### src/rtl/pkt_defs.sv
// Shared framing definitions for the packet builder and the receive-side parser/checker.
// Frame layout: SOF, LEN (payload byte count), payload bytes MSB-first, CSUM.
package pkt_defs;

  localparam logic [7:0]  SOF_BYTE_DEFAULT = 8'hA5;

  // SOF + LEN + CSUM bytes wrapped around the payload.
  localparam int unsigned FRAME_OVERHEAD   = 3;

  // Checksum rule: CSUM = LEN ^ (XOR of every payload byte). SOF is not covered.
  // A receiver XOR-ing LEN, all payload bytes and CSUM therefore obtains zero.

  localparam logic [2:0] ST_COLLECT = 3'd0;
  localparam logic [2:0] ST_SOF     = 3'd1;
  localparam logic [2:0] ST_LEN     = 3'd2;
  localparam logic [2:0] ST_DATA_HI = 3'd3;
  localparam logic [2:0] ST_DATA_LO = 3'd4;
  localparam logic [2:0] ST_CSUM    = 3'd5;

  typedef enum logic [2:0] {
    StCollect = ST_COLLECT,
    StSof     = ST_SOF,
    StLen     = ST_LEN,
    StDataHi  = ST_DATA_HI,
    StDataLo  = ST_DATA_LO,
    StCsum    = ST_CSUM
  } state_e;

  function automatic logic [7:0] word_xor(input logic [15:0] w);
    return w[15:8] ^ w[7:0];
  endfunction

endpackage

### src/rtl/pkt_word_buffer.sv
// Single-packet word store: synchronous write from the collect side, asynchronous read
// addressed by the transmit pointer.
module pkt_word_buffer #(
  parameter int unsigned DEPTH = 16,
  parameter int unsigned AW    = 4
) (
  input  logic          clk,
  input  logic          we,
  input  logic [AW-1:0] waddr,
  input  logic [15:0]   wdata,
  input  logic [AW-1:0] raddr,
  output logic [15:0]   rdata
);

  logic [15:0] mem [DEPTH];

  always_ff @(posedge clk) begin
    if (we) begin
      mem[waddr] <= wdata;
    end
  end

  assign rdata = mem[raddr];

endmodule

### src/rtl/packet_builder.sv
// Collects one packet of 16-bit words, then serializes it as SOF, LEN, payload bytes
// MSB-first and an XOR checksum, with valid/ready handshaking on the byte side.
module packet_builder
  import pkt_defs::*;
#(
  parameter int unsigned MAX_WORDS = 16,
  parameter logic [7:0]  SOF_BYTE  = SOF_BYTE_DEFAULT
) (
  input  logic        clk,
  input  logic        rst,
  input  logic [15:0] word_in,
  input  logic        word_valid,
  input  logic        word_last,
  output logic        word_ready,
  output logic [7:0]  byte_out,
  output logic        byte_valid,
  input  logic        byte_ready,
  output logic        byte_first,
  output logic        byte_last,
  output logic        pkt_sent
);

  localparam int unsigned AW = (MAX_WORDS > 1) ? $clog2(MAX_WORDS) : 1;

  state_e      state_q, state_d;
  logic [6:0]  wcount_q, wcount_d;
  logic [6:0]  rptr_q, rptr_d;
  logic [7:0]  csum_q, csum_d;
  logic        pkt_sent_q, pkt_sent_d;

  logic [15:0] rd_word;
  logic [7:0]  len_byte;
  logic        word_acc;
  logic        close_pkt;

  assign len_byte  = {wcount_q, 1'b0};
  assign word_acc  = (state_q == StCollect) && word_valid;
  // The word filling the last slot closes the packet regardless of word_last.
  assign close_pkt = word_last || (({1'b0, wcount_q} + 8'd1) == 8'(MAX_WORDS));

  pkt_word_buffer #(
    .DEPTH (MAX_WORDS),
    .AW    (AW)
  ) u_buf (
    .clk   (clk),
    .we    (word_acc),
    .waddr (wcount_q[AW-1:0]),
    .wdata (word_in),
    .raddr (rptr_q[AW-1:0]),
    .rdata (rd_word)
  );

  always_ff @(posedge clk) begin
    if (!rst) begin
      state_q    <= StCollect;
      wcount_q   <= '0;
      rptr_q     <= '0;
      csum_q     <= '0;
      pkt_sent_q <= 1'b0;
    end else begin
      state_q    <= state_d;
      wcount_q   <= wcount_d;
      rptr_q     <= rptr_d;
      csum_q     <= csum_d;
      pkt_sent_q <= pkt_sent_d;
    end
  end

  always_comb begin
    state_d    = state_q;
    wcount_d   = wcount_q;
    rptr_d     = rptr_q;
    csum_d     = csum_q;
    pkt_sent_d = 1'b0;
    unique case (state_q)
      StCollect: begin
        if (word_valid) begin
          wcount_d = wcount_q + 7'd1;
          csum_d   = ((wcount_q == '0) ? 8'h00 : csum_q) ^ word_xor(word_in);
          if (close_pkt) begin
            state_d = StSof;
          end
        end
      end
      StSof: begin
        if (byte_ready) state_d = StLen;
      end
      StLen: begin
        if (byte_ready) state_d = StDataHi;
      end
      StDataHi: begin
        if (byte_ready) state_d = StDataLo;
      end
      StDataLo: begin
        if (byte_ready) begin
          rptr_d  = rptr_q + 7'd1;
          state_d = (rptr_q == wcount_q - 7'd1) ? StCsum : StDataHi;
        end
      end
      StCsum: begin
        if (byte_ready) begin
          state_d    = StCollect;
          wcount_d   = '0;
          rptr_d     = '0;
          csum_d     = '0;
          pkt_sent_d = 1'b1;
        end
      end
      default: state_d = StCollect;
    endcase
  end

  // Outputs decode from registered state only; byte_ready never reaches byte_out.
  always_comb begin
    byte_out   = 8'h00;
    byte_first = 1'b0;
    byte_last  = 1'b0;
    unique case (state_q)
      StSof: begin
        byte_out   = SOF_BYTE;
        byte_first = 1'b1;
      end
      StLen:    byte_out = len_byte;
      StDataHi: byte_out = rd_word[15:8];
      StDataLo: byte_out = rd_word[7:0];
      StCsum: begin
        byte_out  = csum_q ^ len_byte;
        byte_last = 1'b1;
      end
      default: byte_out = 8'h00;
    endcase
  end

  assign word_ready = (state_q == StCollect);
  assign byte_valid = (state_q != StCollect);
  assign pkt_sent   = pkt_sent_q;

endmodule
### config.mk
export PLATFORM = sky130hd
export DESIGN_NAME = packet_builder
export DESIGN_NICKNAME = d
export VERILOG_FILES = /design/src/rtl/pkt_defs.sv /design/src/rtl/pkt_word_buffer.sv /design/src/rtl/packet_builder.sv
export SDC_FILE = /design/constraint.sdc
export NUM_CORES = 1
export LEC_CHECK = 0
export CORE_MARGIN = 4
export CORE_UTILIZATION = 50
export DETAILED_ROUTE_END_ITERATION = 10
export PLACE_DENSITY = 0.67
export SLEW_MARGIN = 20
export SYNTH_ARGS = -nofsm -noshare
export SYNTH_HDL_FRONTEND = slang
export SYNTH_HIERARCHICAL = 1
export SYNTH_SLANG_ARGS = --single-unit
export TNS_END_PERCENT = 10
### constraint.sdc
create_clock -name clk -period 8.7 [get_ports clk]
set_clock_uncertainty 0.05 [all_clocks]
set_input_delay 1.74 -clock clk [delete_from_list [all_inputs] [get_ports clk]]
set_output_delay 1.74 -clock clk [all_outputs]
set_load 0.01 [all_outputs]
==> qor.csv, run 1 <==
stage,metric,value,unit
global_route,vias in the first global route,6470,
cells_and_area,number of fill cells,1654,
global_route,initial antenna violation count,0,
min_path,Hold Crit Class,reg -> reg,
die,Initial Util,51.06,%
outcome,outcome,finished clean,
sta,final hold violations,0,
power,power per cell area,224.5,mW/mm²
cells_and_area,# diodes,0,
placed_design,dpl hpwl,15.89,mm
logic_synthesis,synth top area cells,"edfxtp_1 (66%), mux4_2 (10%), dfxtp_1 (4.5%), mux4_1 (2.3%), a22oi_1 (2.1%)",
logic_synthesis,Cells after Synth,655,
sta,period utilisation layout,66.14,%
placed_design,DP Area,0.01237,mm²
clock_tree,CTS Buf Count,28,
sta,final setup violation count,0,
logic_synthesis,Netlist cell types,50,
sta,setup TNS,0,ps
setup_path,register-to-register setup slack,5160,ps
logic_synthesis,"area leader, netlist",edfxtp_1,
logic_synthesis,Synth async-reset ratio,0,%
sta,Slew Limit Fails,0,
logic_synthesis,Synth top area share,66.09,%
setup_path,CP Capture Type,output pin,
logic_synthesis,Synth Flop Type,edfxtp_1,
logic_synthesis,Yosys reg bits,282,
die,core area,0.02278,mm²
clock_tree,setup bufs post-CTS,0,
placed_design,RePlAce Congestion,0.8867,
setup_path,CP arrival,3960,ps
clock_tree,clk slew on worst S/H paths,60,ps
global_route,first-pass GRT wire length,40.26,mm
clock_tree,Clock Latency Late Sink,540,ps
clock_tree,CTS tree,done,
sta,Slew HR,24.01,%
detailed_routing,final WL,26.59,mm
placed_design,I/O Buffers,33,
cells_and_area,area delta synth->final,13.46,%
power,Leak,4.140,nW
detailed_routing,DRC Markers,0,
setup_path,critical-path maximum fanout,37,
detailed_routing,drt first pass iters,4,
logic_synthesis,Mapped Nets,680,
sta,Slew @ Worst Pin,1137,ps
die,Die X,160.5,µm
cells_and_area,post-route cell area,0.01320,mm²
clock_tree,CTS Sinks,282,
clock_tree,H-tree levels,1,
clock_tree,hold buffer count at cts,0,
setup_path,Crit Path Class,reg -> out,
global_route,largest net degree at the start of global routing,69,
setup_path,CP required,6910,ps
clock_tree,CTS Buffer Depth,3,
logic_synthesis,post-synthesis sequential area ratio,70.57,%
detailed_routing,drt first-iter violations,811,
cells_and_area,NumNets Final,727,
detailed_routing,Vias/cell,6.164,
logic_synthesis,syn avg cell area,17.76,µm²
die,I/O Pins,34,
detailed_routing,ANT nets after route,0,
clock_tree,root buf cell,clkbuf_16,
global_route,Overflow after GRT,0,
min_path,Hold Path Depth,1,
setup_path,startpoint types,flip-flop,
logic_synthesis,Synth top cells by count,"edfxtp_1 (256), mux4_2 (54), nand2_1 (37), a22oi_1 (33), nor2_1 (32)",
die,DIE AREA,0.02577,mm²
sta,post-layout min period,5754,ps
global_route,GRT Util Overall,20.77,%
clock_tree,post-cts sizing count,0,
logic_synthesis,most frequent cell after synthesis,edfxtp_1,
die,chip height,160.5,µm
logic_synthesis,Netlist Area Pre-Place,0.01163,mm²
job,Max Cap Viol,0,
detailed_routing,routed len/inst,25.69,µm
logic_synthesis,Post-synth EDFFs,256,
die,Row Count,55,
power,maximum VDD drop,0.1501,mV
logic_synthesis,Ys Warns,6,
cells_and_area,share of layout cells above drive strength 1,18.42,%
sta,maximum clock frequency,0.1738,GHz
sta,RSZ-0062 raised after global routing,no,
setup_path,r2r worst-path depth,5,
detailed_routing,Via Count,6380,
through the flow:
step | setup WS (ps) | cells | hold slack [ps] | util [%] | power [W]
after floorplan | 4018 | 655 | 438.7 | - | 0.001765
after global placement | 3452 | 985 | 474.6 | 54.29 | 0.001882
after detailed placement | 3458 | 985 | 483.2 | 54.29 | 0.001893
after CTS | 2886 | 1035 | 497.2 | 57.93 | 0.002979
after global routing | 2647 | 1035 | 511.5 | 57.93 | 0.003070
final | 2946 | 1035 | 505.6 | 57.93 | 0.002962
sequential cells by signal, summed over array words and instances (netlist names):
| register | flops |
|---|---|
| csum_q | 8 |
| pkt_sent | 1 |
| rptr_q | 7 |
| state_q | 3 |
| u_buf/mem | 256 |
| wcount_q | 7 |
report_power, final:
group,switching [W],leakage (nW),total [W],internal (W)
registers,0.0000394,2.52,0.00156,0.00152
clock network,0.000476,0.400,0.00109,0.000618
logic,0.000175,1.22,0.000308,0.000133
total,0.000690,4.14,0.00296,0.00227
cell usage in the layout (no fill, tap or decap), types with 17 or more instances in the layout:
cell type        Yosys  routed
mux4_2              54      54
clkdlybuf4s50_1      0      33
dfxtp_1             26      24
nor2_1              32      20
nand2_1             37      37
xor2_1              17      17
clkbuf_16            0      28
buf_4                3      21
a22oi_1             33      33
edfxtp_1           256     256
metal layers:
metal / routed length [µm] / global-route usage [%] / up-vias
met1: 10930 / 29.12 / 3311
met4: 889 / 6.961 / 0
met3: 2138 / 4.234 / 62
li1: - / - / 2734
met2: 12630 / 33.02 / 273
met5: 0 / 0 / -
cell type report:
class	count	area [µm²]	share of cell area, %
Sequential cell	282	8213	62.24
Multi-Input combinational cell	329	3236	24.52
Clock buffer	35	726.9	5.509
Timing Repair Buffer	54	488.0	3.698
Tap cell	313	391.6	2.968
Clock inverter	15	102.6	0.7775
Inverter	7	38.79	0.2939
cell families (layout without fill, tap and decap cells):
logic type / Yosys count / in the layout / synth area share, %
AO/OA/AOI/OAI: 97 / 97 / 6.218
XOR/XNOR: 32 / 32 / 2.410
adder cells (fa/ha/maj): 4 / 4 / 0.4303
buffers and inverters: 44 / 111 / 2.044
flip-flops: 282 / 282 / 70.57
multiplexers: 66 / 66 / 12.89
AND/OR/NAND/NOR: 130 / 130 / 5.443
worst max-delay path, stage by stage (launching register included):
cell and delay (ps):
dfxtp_4 760, buf_4 710, mux4_2 580, a22oi_1 300
nand2_1 100, nor2_1 100, o2bb2ai_1 130, a22o_1 220
clkdlybuf4s50_1 470
worst paths after layout:
| kind | start | to |
|---|---|---|
| setup / recovery | rptr_q[0] | byte_out[0] |
| hold / removal | wcount_q[6] | wcount_q[6] |
| setup reg to reg | state_q[0] | u_buf/mem[4][2] |
| hold reg to reg | wcount_q[6] | wcount_q[6] |
Note: power is estimated with default switching activity, not from simulation.
==> inputs of run 2 (changes only) <==
clock period = 6 ns   (was 8.7 ns; I/O delays follow)
==> run 2 against run 1 <==
Compared with the run above:
- utilization increased by 0.24 points
- power grew 47%
- flip-flop and latch count did not move
- sequential share of layout area shrank 0.25 points
- critical endpoint is now byte_out[1]
- largest cell class unchanged
- largest power group unchanged
- highest routed layer unchanged
==> qor.csv, run 2 (synthesis results as in run 1) <==
stage,metric,value,unit,change
min_path,Hold Crit Class,reg -> reg,,
setup_path,CP arrival,3430,ps,-530 ps
cells_and_area,area delta synth->final,13.92,%,
cells_and_area,share of layout cells above drive strength 1,18.78,%,+0.36 points
global_route,vias in the first global route,6273,,-3.0%
detailed_routing,drt first-iter violations,654,,-19%
clock_tree,clk slew on worst S/H paths,60,ps,about the same
setup_path,critical-path maximum fanout,54,,+46%
setup_path,Stages on worst setup path,6,,-2
cells_and_area,"Core Util, Final",58.17,%,+0.24 points
clock_tree,H-tree levels,1,,unchanged
min_path,Hold Path Depth,2,,+1
sta,"Worst Setup Slack, final",1324,ps,-1621 ps
die,Initial Util,51.06,%,unchanged
setup_path,CP required,4750,ps,-2160 ps
clock_tree,CTS Buf Count,28,,unchanged
die,DIE AREA,0.02577,mm²,unchanged
setup_path,startpoint types,flip-flop,,
sta,Slew @ Worst Pin,1034,ps,-103.2 ps
detailed_routing,routed len/inst,25.09,µm,-2.3%
die,Row Count,55,,unchanged
setup_path,slowest CP cell,mux4_1,,
setup_path,CP Capture Type,output pin,,
power,maximum VDD drop,0.2248,mV,+50%
cells_and_area,NumNets Final,724,,-0.41%
sta,final hold violations,0,,unchanged
setup_path,worst r2r src,state_q[0],,
die,chip height,160.5,µm,unchanged
detailed_routing,drt first pass iters,5,,+1
setup_path,r2r worst-path depth,4,,-1
die,Die X,160.5,µm,unchanged
die,I/O Pins,34,,unchanged
clock_tree,Clock Latency Late Sink,530,ps,about the same
cells_and_area,number of fill cells,1646,,-0.48%
power,total power,0.004354,W,+47%
sta,RSZ-0062 raised after global routing,no,,
sta,post-layout min period,4676,ps,
cells_and_area,biggest registers after layout,"u_buf/mem x256, csum_q x8",,
setup_path,CP startpoint,rptr_q[0],,
setup_path,crit-path max cell delay,640,ps,-120 ps
clock_tree,CTS Buffer Depth,3,,unchanged
clock_tree,CTS Sinks,282,,unchanged
global_route,GRT Util Overall,20.35,%,-0.42 points
setup_path,"Buf+Inv Stages, Crit Path",2,,unchanged
global_route,first-pass GRT wire length,39.80,mm,-1.1%
sta,period utilisation layout,77.93,%,
sta,Slew Limit Fails,0,,unchanged
sta,setup TNS,0,ps,unchanged
cells_and_area,"commonest non-fill, non-tap cell in the layout",edfxtp_1,,
setup_path,Crit Path Class,reg -> out,,
detailed_routing,Vias/cell,6.031,,-2.2%
placed_design,dpl hpwl,15.92,mm,+0.19%
global_route,largest net degree at the start of global routing,55,,-20%
cells_and_area,Biggest register,u_buf/mem,,
placed_design,I/O Buffers,33,,unchanged
setup_path,"CP delay by family, top",buffers and inverters,,
clock_tree,post-cts sizing count,0,,unchanged
clock_tree,setup bufs post-CTS,0,,unchanged
detailed_routing,final WL,25.89,mm,-2.6%
cells_and_area,# diodes,0,,unchanged
clock_tree,hold buffer count at cts,0,,unchanged
sta,maximum clock frequency,0.2139,GHz,
job,Max Cap Viol,0,,unchanged
sta,final setup violation count,0,,unchanged
clock_tree,CTS tree,done,,
sta,Slew HR,30.98,%,+7.0 points
power,Leak,4.148,nW,+0.20%
placed_design,RePlAce Congestion,0.8105,,-8.6%
placed_design,dpl ws,1637,ps,-1821 ps
power,power per cell area,328.6,mW/mm²,+46%
min_path,hold_sp,rptr_q[6],,
global_route,Overflow after GRT,0,,unchanged
outcome,outcome,finished clean,,
detailed_routing,ANT nets after route,0,,unchanged
cells_and_area,most frequent cells in the layout,"edfxtp_1 (256), mux4_2 (54), nand2_1 (37), a22oi_1 (33), clkdlybuf4s50_1 (33)",,
global_route,initial antenna violation count,0,,unchanged
detailed_routing,DRC Markers,0,,unchanged
detailed_routing,Via Count,6224,,-2.4%
clock_tree,root buf cell,clkbuf_16,,
cells_and_area,max FFs per register,256,,unchanged
die,core area,0.02278,mm²,unchanged
setup_path,worst path cell trace,"buf_12, mux4_1, a22oi_1, nand2_1, a221o_1, clkdlybuf4s50_1",,
-- run 2: metal layers --
| layer | GRT usage, % | routed length (µm) | share of wire, % | vias to the layer above |
|---|---|---|---|---|
| met5 | 0 | 0 | 0 | - |
| met4 | 4.341 | 501 | 1.9 | 0 |
| met3 | 4.619 | 2255 | 8.7 | 40 |
| met2 | 31.93 | 12120 | 47 | 252 |
| met1 | 29.73 | 11020 | 43 | 3199 |
| li1 | - | - | - | 2733 |
-- run 2: final timing paths --
path,slack [ps],end
setup / recovery,1320,byte_out[1]
hold / removal,500,rptr_q[6]
setup reg to reg,2570,u_buf/mem[3][5]
hold reg to reg,500,rptr_q[6]
-- run 2: per-stage QoR --
step / instances / hold slack [ps] / instance area [µm²]
finish: 1032 / 501.9 / 13250
CTS: 1032 / 509.8 / 13250
global route: 1032 / 532.6 / 13250
floorplan: 655 / 438.7 / 11630
global placement: 982 / 478.0 / 12370
detailed placement: 982 / 495.9 / 12370
-- run 2: cell type report --
cell class	count	area (µm²)	share of cell area [%]
Multi-Input combinational cell	329	3243	24.48
Clock inverter	18	136.4	1.029
Inverter	7	38.79	0.2927
Sequential cell	282	8213	61.98
Timing Repair Buffer	51	490.5	3.702
Clock buffer	32	737.0	5.562
Tap cell	313	391.6	2.956
-- run 2: worst register-to-register path, cell delays in order (launching register included) --
cell and delay [ps]:
dfxtp_1 560, or4b_1 850, clkinv_8 200, or3b_2 560, nor2_2 810
-- run 2: report_power, final --
part | internal, W | switching, W
Clock | 0.000958 | 0.000696
Sequential | 0.00221 | 0.0000582
Combinational | 0.000192 | 0.000245
Total | 0.00336 | 0.000999
==> inputs of run 3 (changes only) <==
PLACE_DENSITY = 0.69   (was 0.67)
clock period = 3.91 ns   (was 6 ns; I/O delays follow)
==> run 3 against run 2 <==
Compared with the run above:
- power rose by 54%
- sequential power rose by 52%
- wire length rose by 2.7%
- clock power rose by 56%
- worst setup slack got worse by 1300 ps
- utilization rose by 2.0 points
- first-iteration DRC count fell by 4.6%
- clock-buffer cell count rose by 3
- critical path depth rose by 1
==> qor.csv, run 3 (synthesis results as in run 1) <==
stage,metric,value,unit,change
outcome,outcome,finished clean,,
clock_tree,Clock Latency Late Sink,550,ps,+20 ps
sta,final setup violation count,0,,unchanged
global_route,Overflow after GRT,0,,unchanged
placed_design,RePlAce Congestion,0.8302,,+2.4%
job,Max Cap Viol,0,,unchanged
detailed_routing,drt first pass iters,5,,unchanged
detailed_routing,DRC Markers,0,,unchanged
setup_path,"Buf+Inv Stages, Crit Path",3,,+1
cells_and_area,multi-input combinational cell area,0.003247,mm²,+0.12%
sta,period utilisation layout,98.38,%,
placed_design,dpl ws,432.0,ps,-1205 ps
die,chip height,160.5,µm,unchanged
cells_and_area,"commonest non-fill, non-tap cell in the layout",edfxtp_1,,
global_route,met1 global-route usage,29.41,%,-0.32 points
global_route,global route hottest layer,met2,,
die,Row Count,55,,unchanged
detailed_routing,final WL,26.58,mm,+2.7%
min_path,Hold Crit Class,reg -> reg,,
die,Initial Util,51.06,%,unchanged
setup_path,CP arrival,3010,ps,-420 ps
setup_path,Crit Path Class,reg -> out,,
power,total power,0.006721,W,+54%
setup_path,startpoint types,flip-flop,,
setup_path,worst path cell trace,"buf_12, buf_4, mux4_2, a22oi_1, nand2_1, a221o_1, clkdlybuf4s50_1",,
power,maximum VDD drop,0.2894,mV,+29%
cells_and_area,area delta synth->final,17.82,%,
sta,setup TNS,0,ps,unchanged
global_route,met2 GRT Util,33.10,%,+1.2 points
cells_and_area,most frequent cells in the layout,"edfxtp_1 (256), mux4_2 (54), buf_4 (51), nand2_1 (37), a22oi_1 (32)",,
setup_path,slowest CP cell,clkdlybuf4s50_1,,
detailed_routing,Vias/cell,6.020,,-0.18%
setup_path,"CP delay by family, top",buffers and inverters,,
die,Die X,160.5,µm,unchanged
power,Leak,4.440,nW,+7.0%
global_route,vias in the first global route,6614,,+5.4%
global_route,first-pass GRT wire length,40.93,mm,+2.8%
global_route,initial antenna violation count,0,,unchanged
clock_tree,CTS Buffer Depth,3,,unchanged
global_route,largest net degree at the start of global routing,26,,-53%
die,I/O Pins,34,,unchanged
setup_path,critical-path maximum fanout,13,,-76%
cells_and_area,max FFs per register,256,,unchanged
sta,Slew @ Worst Pin,774.8,ps,-259.4 ps
power,power per cell area,490.4,mW/mm²,+49%
sta,RSZ-0062 raised after global routing,yes,,
clock_tree,clk slew on worst S/H paths,60,ps,about the same
die,core area,0.02278,mm²,unchanged
global_route,met3 usage,4.414,%,-0.21 points
cells_and_area,Biggest register,u_buf/mem,,
sta,"Worst Setup Slack, final",63.46,ps,-1261 ps
cells_and_area,# diodes,0,,unchanged
detailed_routing,routed len/inst,24.68,µm,-1.6%
cells_and_area,share of layout cells above drive strength 1,23.82,%,+5.0 points
cells_and_area,NumNets Final,768,,+6.1%
global_route,GRT Util Overall,20.93,%,+0.58 points
cells_and_area,register area,0.008215,mm²,about the same
sta,Slew HR,48.18,%,+17 points
placed_design,dpl hpwl,17.15,mm,+7.8%
die,DIE AREA,0.02577,mm²,unchanged
sta,final hold violations,0,,unchanged
clock_tree,CTS tree,done,,
sta,post-layout min period,3847,ps,
clock_tree,CTS Buf Count,28,,unchanged
sta,Slew Limit Fails,0,,unchanged
setup_path,crit-path max cell delay,500,ps,-140 ps
sta,maximum clock frequency,0.2600,GHz,
detailed_routing,drt first-iter violations,624,,-4.6%
clock_tree,CTS Sinks,282,,unchanged
placed_design,I/O Buffers,33,,unchanged
clock_tree,H-tree levels,1,,unchanged
cells_and_area,biggest registers after layout,"u_buf/mem x256, csum_q x8",,
cells_and_area,number of fill cells,1622,,-1.5%
clock_tree,root buf cell,clkbuf_16,,
detailed_routing,ANT nets after route,0,,unchanged
detailed_routing,Via Count,6484,,+4.2%
setup_path,CP Capture Type,output pin,,
setup_path,CP required,3080,ps,-1670 ps
## run 3: timing repair
item                       in CTS  in global routing
buffers inserted                3                  8
setup endpoints to repair       8                  8
gates resized for setup         0                  7
hold buffers                    0                  0
## run 3: path summary, 6_finish.rpt
path | startpoint | end | slack, ps | cells after the start
max | rptr_q[0] | byte_out[3] | 60 | 7
max reg2reg | state_q[2] | u_buf/mem[0][15] | 1110 | 6
min | rptr_q[6] | rptr_q[6] | 510 | 2
min reg2reg | rptr_q[6] | rptr_q[6] | 510 | 2
## run 3: through the flow
stage	hold slack [ps]	utilization, %	std cells	cell area, µm²
6_report	514.6	60.16	1077	13700
5_1_grt	534.8	60.16	1077	13700
4_1_cts	507.4	59.75	1069	13610
3_5_place_dp	492.1	55.72	1015	12690
3_3_place_gp	482.0	55.72	1015	12690
2_1_floorplan	438.7	-	655	11630
## run 3: area by class of cell
class | count | share of cell area, %
tap | 313 | 2.858
inverter | 7 | 0.2830
multi-input combinational | 329 | 23.69
clock inverter | 16 | 1.132
clock buffer | 35 | 5.304
timing repair buffer | 95 | 6.784
sequential | 282 | 59.95
## run 3: worst register-to-register path, stage by stage (launching register included)
cell	delay (ps)
dfxtp_1	320
buf_4	190
or4b_1	740
clkinv_8	200
or3b_2	540
nor3_2	150
buf_4	310
## run 3: routing by layer
layer | part of all wire [%] | vias to the layer above
li1 | - | 2815
met1 | 40 | 3318
met2 | 48 | 305
met3 | 9.1 | 46
met4 | 3.0 | 0
met5 | 0 | -
## run 3: power breakdown
group	leakage (nW)	switching (W)	internal, W
Sequential	2.52	0.0000631	0.00338
Combinational	1.50	0.000402	0.000308
Clock	0.419	0.00111	0.00146
